### src/rtl/matgen_sched_pkg.sv
// ---------------------------------------------------------------------------
// matgen_sched_pkg: shared types and constants for matrix-A generation. Rev 1.0
// ---------------------------------------------------------------------------
`default_nettype none

package matgen_sched_pkg;

  typedef enum logic [2:0] {
    ST_IDLE    = 3'd0,
    ST_ABSORB  = 3'd1,
    ST_WAIT_KC = 3'd2,
    ST_FEED    = 3'd3,
    ST_SQUEEZE = 3'd4,
    ST_CLEAR   = 3'd5,
    ST_DONE    = 3'd6
  } state_t;

  localparam int RATE_LANES_SHAKE128 = 21;
  localparam int RATE_LANES_SHAKE256 = 17;

  localparam logic C_NONCE_ORDER_JI = 1'b0;  // byte0 = j, byte1 = i
  localparam logic C_NONCE_ORDER_IJ = 1'b1;  // byte0 = i, byte1 = j

  function automatic logic [15:0] pack_nonce(input logic [1:0] i, input logic [1:0] j,
                                             input logic order);
    if (order == C_NONCE_ORDER_IJ) return {6'b0, j, 6'b0, i};
    else                           return {6'b0, i, 6'b0, j};
  endfunction

endpackage

`default_nettype wire

### src/rtl/matgen_idx_cnt.sv
// ---------------------------------------------------------------------------
// matgen_idx_cnt: (i,j) polynomial index counter, row-major with last flag. Rev 1.0
// ---------------------------------------------------------------------------
`default_nettype none

module matgen_idx_cnt
  import matgen_sched_pkg::*;
#(
  parameter int K = 3
) (
  input  logic       clk,
  input  logic       rst,
  input  logic       i_clr,
  input  logic       i_adv,
  output logic [1:0] o_i,
  output logic [1:0] o_j,
  output logic       o_last
);

  logic [1:0] r_i;
  logic [1:0] r_j;
  logic       w_j_wrap;

  assign w_j_wrap = (r_j == 2'(K - 1));
  assign o_last   = w_j_wrap && (r_i == 2'(K - 1));

  // The last advance wraps back to (0,0) so the nonce idles at zero.
  always_ff @(posedge clk) begin
    if (rst || i_clr) begin
      r_i <= '0;
      r_j <= '0;
    end else if (i_adv) begin
      if (w_j_wrap) begin
        r_j <= '0;
        r_i <= o_last ? 2'd0 : r_i + 2'd1;
      end else begin
        r_j <= r_j + 2'd1;
      end
    end
  end

  assign o_i = r_i;
  assign o_j = r_j;

endmodule

`default_nettype wire

### src/rtl/matgen_sched.sv
// ---------------------------------------------------------------------------
// matgen_sched: sequences Keccak absorb/squeeze and Parse feeding per (i,j). Rev 1.0
// ---------------------------------------------------------------------------
`default_nettype none

module matgen_sched
  import matgen_sched_pkg::*;
#(
  parameter int K          = 3,
  parameter int RATE_LANES = RATE_LANES_SHAKE128,
  parameter int TRANSPOSE  = 0
) (
  input  logic        clk,
  input  logic        resetb,
  input  logic        start,
  output logic        busy,
  output logic        done,
  output logic        kc_start,
  output logic [15:0] kc_nonce,
  output logic        kc_squeeze,
  input  logic        kc_done,
  output logic [4:0]  kc_lane_idx,
  input  logic [63:0] kc_lane,
  output logic [63:0] prs_in,
  output logic        prs_valid,
  input  logic        prs_gimme,
  input  logic        prs_done,
  output logic        prs_clr,
  output logic [1:0]  poly_i,
  output logic [1:0]  poly_j,
  output logic        poly_done
);

  state_t      r_state;
  state_t      w_next;
  logic [4:0]  r_lane_idx;
  logic [63:0] r_prs_hold;
  logic        w_xfer;
  logic        w_cnt_clr;
  logic        w_adv;
  logic        w_last;

  matgen_idx_cnt #(.K(K)) u_idx_cnt (
    .clk    (clk),
    .rst    (resetb),
    .i_clr  (w_cnt_clr),
    .i_adv  (w_adv),
    .o_i    (poly_i),
    .o_j    (poly_j),
    .o_last (w_last)
  );

  always_ff @(posedge clk) begin
    if (resetb) begin
      r_state    <= ST_IDLE;
      r_lane_idx <= '0;
      r_prs_hold <= '0;
    end else begin
      r_state <= w_next;
      if (r_state == ST_WAIT_KC && kc_done) r_lane_idx <= '0;
      else if (w_xfer)                      r_lane_idx <= r_lane_idx + 5'd1;
      if (w_xfer) r_prs_hold <= kc_lane;
    end
  end

  always_comb begin
    w_next     = r_state;
    w_xfer     = 1'b0;
    w_cnt_clr  = 1'b0;
    w_adv      = 1'b0;
    kc_start   = 1'b0;
    kc_squeeze = 1'b0;
    prs_clr    = 1'b0;
    poly_done  = 1'b0;
    done       = 1'b0;
    case (r_state)
      ST_IDLE: begin
        if (start) begin
          w_cnt_clr = 1'b1;
          w_next    = ST_ABSORB;
        end
      end
      ST_ABSORB: begin
        kc_start = 1'b1;
        w_next   = ST_WAIT_KC;
      end
      ST_WAIT_KC: begin
        if (kc_done) w_next = ST_FEED;
      end
      ST_FEED: begin
        // Parse completion outranks an exhausted block: no pointless squeeze.
        if (prs_done)                            w_next = ST_CLEAR;
        else if (r_lane_idx == 5'(RATE_LANES))   w_next = ST_SQUEEZE;
        else if (prs_gimme)                      w_xfer = 1'b1;
      end
      ST_SQUEEZE: begin
        kc_squeeze = 1'b1;
        w_next     = ST_WAIT_KC;
      end
      ST_CLEAR: begin
        poly_done = 1'b1;
        prs_clr   = 1'b1;
        w_adv     = 1'b1;
        w_next    = w_last ? ST_DONE : ST_ABSORB;
      end
      ST_DONE: begin
        done   = 1'b1;
        w_next = ST_IDLE;
      end
      default: w_next = ST_IDLE;
    endcase
  end

  assign busy        = (r_state != ST_IDLE) && (r_state != ST_DONE);
  assign prs_valid   = w_xfer;
  assign prs_in      = w_xfer ? kc_lane : r_prs_hold;
  assign kc_lane_idx = (r_state == ST_FEED) ? r_lane_idx : 5'd0;
  assign kc_nonce    = pack_nonce(poly_i, poly_j,
                                  (TRANSPOSE != 0) ? C_NONCE_ORDER_IJ : C_NONCE_ORDER_JI);

endmodule

`default_nettype wire

### config.mk
export PLATFORM = sky130hd
export DESIGN_NAME = matgen_sched
export DESIGN_NICKNAME = d
export VERILOG_FILES = /design/src/rtl/matgen_sched_pkg.sv /design/src/rtl/matgen_idx_cnt.sv /design/src/rtl/matgen_sched.sv
export SDC_FILE = /design/constraint.sdc
export NUM_CORES = 1
export LEC_CHECK = 0
export ABC_AREA = 1
export CELL_PAD_IN_SITES_DETAIL_PLACEMENT = 2
export CELL_PAD_IN_SITES_GLOBAL_PLACEMENT = 2
export CORE_MARGIN = 4
export CORE_UTILIZATION = 21
export CTS_BUF_LIST = sky130_fd_sc_hd__clkbuf_2 sky130_fd_sc_hd__clkbuf_4 sky130_fd_sc_hd__clkbuf_8
export CTS_CLUSTER_DIAMETER = 150
export DETAILED_ROUTE_END_ITERATION = 6
export PLACE_DENSITY = 0.89
export SLEW_MARGIN = 20
export SYNTH_ARGS = -nofsm -noshare
export SYNTH_HDL_FRONTEND = slang
export SYNTH_SLANG_ARGS = --single-unit
### constraint.sdc
create_clock -name clk -period 1.8 [get_ports clk]
set_clock_uncertainty 0.15 [all_clocks]
set_input_delay 0.27 -clock clk [delete_from_list [all_inputs] [get_ports clk]]
set_output_delay 0.27 -clock clk [all_outputs]
set_load 0.1 [all_outputs]
==> run summary <==
Status = finished with violations
Failing checks = setup timing
DRC viols = 0
CP cell instances = inv_2 > ha_4 > nand4_4 > nand3_4 > nor2_8 > buf_12 > buf_16 > nand2_4 > nand2_8 > buf_12
Gate power share = 0.365
Power per cell area = 545 mW/mm^2
RSZ-0062 raised after global routing = true
Hold Path Class = input port to register
Post-DP HPWL = 13,600 um
Layout cells sized above 1 = 0.579
Gr ovfl total = 0
IO Count = 166
Non-Filler Instances = 930
Syn-to-layout area delta = 173%
Die ar. = 0.0182 mm^2
Final hold violations = 0
Vias per cell = 4.50
GP Congestion = 0.708
Finish-stage setup viols = 112
Arr. time, crit path = 2.07 ns
Avg Inst Size Synth = 7.12 um^2
Starting DRT DRC Count = 111
Share of the synthesized area in the top cell type = 0.449
Part of the power in the clock network = 0.289
CTS tree = yes
Fmax = 402 MHz
Post-route minimum period = 2.49 ns
Crit end category = primary output
Max-slew violations = 0
Primary FF master, synth = dfxtp_1
Share of the yosys chip area belonging to registers = 0.449
Core area = 0.0158 mm^2
Hold Buf Count CTS = 0
Number of flops mapped to enable cells by yosys = 0
Seq pwr share = 0.346
Number of global-route vias before repair = 4,809
Clk pin slew, worst setup/hold paths = 0.09 ns
Final ANT Viol Nets = 0
Worst path slowest cell = dfxtp_2
Filler instances = 1,416
Post-synthesis cell type count = 23
CTS root buf = clkbuf_8
Die height = 135 um
Clk Latency, worst-skew pair = 0.38 ns
Ys Warns = 0
Rows = 46
First-pass GRT wire length = 27,900 um
Antenna violations before repair = 2
Routed WL per cell = 23.8 um
Switching fraction of total power = 0.387
Cell seen most often among critical-path stages = buf_12
FF+latch count, synth = 76
Fin nets = 781
Max H-tree Level = 3
DR vias = 4,185
Total routed wirelength = 22,100 um
Sink Count = 76
IO buf count = 153
Slew margin rel. = 0.612
Most instantiated library cell after synthesis = nand2_1
GR Util All Layers = 0.203
Mapped Cells = 476
Crit Path Max Fanout = 8
Crit path kind = register to primary output
Maxcap violations = 0
Leakage = 3.57 nW
Effective utilization at floorplan = 0.214
Horiz. Die Dim = 135 um
TritonCTS Buffers = 9
Largest net degree at the start of global routing = 45
P_int = 0.00309 W
NetSw = 0.00195 W
Setup slack after layout = -0.686 ns
Area contributors post-synth = dfxtp_1, nand2_1, a21oi_1
Critical Path RT = 1.38 ns
DR pass1 iterations = 4
Delay of the slowest critical-path stage = 0.36 ns
Slew at the pin closest to its max-slew limit = 0.582 ns
Final core occ = 0.584
# placed instances = 885
Synthesized area = 0.00339 mm^2
Deepest clock path buffer count = 2
Ys async rst share = 0
Commonest cells post-synth = nand2_1, a21oi_1, dfxtp_1
CP startpoint kind = register
Worst IR Drop VDD = 0.455 mV
Area leader, netlist = dfxtp_1
Final worst-path cycle share = 1.38
## placed cells by master, fill, tap and decap left out, types with 4 or more instances in the layout
cell type	n
buf_4	50
a21oi_4	4
nand2_8	104
conb_1	12
buf_12	92
a21oi_1	34
buf_16	4
clkdlybuf4s50_1	68
inv_2	4
nor2_4	7
clkbuf_8	11
nand2_2	17
nand2_4	19
nand3_1	5
nor2_1	5
buf_8	4
dfxtp_2	7
dfxtp_1	68
a21oi_2	38
buf_6	31
nand2_1	82
inv_1	16
## cell type report
type                       instances  area [um^2]  share of cell area
sequential                        76         1530               0.166
tap                              216          270              0.0292
multi-input combinational        347         3690               0.399
clock buffer                      12          159              0.0172
clock inverter                     2         35.0             0.00379
antenna                            2         5.00            0.000541
timing repair buffer             251         3450               0.373
inverter                          24          110              0.0119
## registers in the layout, indices dropped and copies added (netlist names)
name and count:
r_state 3, r_lane_idx 5, r_prs_hold 64, u_idx_cnt.o_i 2, u_idx_cnt.o_j 2
## timing repair
| action | 4_1_cts | 5_1_grt |
|---|---|---|
| endpoints found under the hold margin | 0 | 0 |
| pin swaps | 8 | 31 |
| setup endpoints to repair | 116 | 123 |
| gates resized for setup | 61 | 118 |
| cloned | 2 | 1 |
| setup buffers | 10 | 25 |
## power by group through the flow
stage	clock network (W)	registers [W]	logic, W
floorplan	0	0.00177	0.000970
global route	0.00157	0.00175	0.00191
global placement	0	0.00177	0.00152
detailed placement	0	0.00178	0.00157
finish	0.00145	0.00175	0.00184
CTS	0.00144	0.00174	0.00166
## worst paths after layout
kind	cells past startpoint	to	start	slack, ns
worst max register to register	11	r_prs_hold[27]	r_lane_idx[1]	-0.24
worst min-delay path	4	r_lane_idx[0]	resetb	0.25
worst min register to register	2	r_prs_hold[30]	r_prs_hold[30]	0.42
worst max-delay path	10	prs_in[51]	r_lane_idx[1]	-0.69
## stage by stage
stage / area (um^2) / power (W) / hold WS [ns] / setup slack, ns / TNS, ns
3_3_place_gp: 7970 / 0.00329 / 0.367 / -0.548 / -40.57
2_1_floorplan: 5050 / 0.00274 / 0.275 / -0.438 / -5.54
5_1_grt: 9250 / 0.00523 / 0.289 / -0.780 / -57.09
6_report: 9250 / 0.00504 / 0.248 / -0.686 / -46.41
3_5_place_dp: 7970 / 0.00335 / 0.397 / -0.608 / -47.47
4_1_cts: 8560 / 0.00484 / 0.175 / -0.673 / -41.96
## worst max-delay path, delay by kind of cell, from the launching register on
kind	cells	cell delay, ns
buf+inv	4	0.58
simple gates	5	0.58
fa+ha+maj	1	0.16
flops	1	0.36
## routing by layer
| metal | global-route usage | routed length (um) |
|---|---|---|
| met5 | 0 | 0 |
| met4 | 0.0745 | 708 |
| met3 | 0.0425 | 976 |
| met2 | 0.422 | 13400 |
| met1 | 0.189 | 7000 |
## kinds of logic after synthesis
logic type / share of synthesized area
compound gates: 0.120
xor+xnor: 0.00775
fa+ha+maj: 0.00738
buf+inv: 0.110
flops: 0.449
other cells: 0.00111
simple gates: 0.305
No activity file was read; power rests on OpenSTA's default activity.
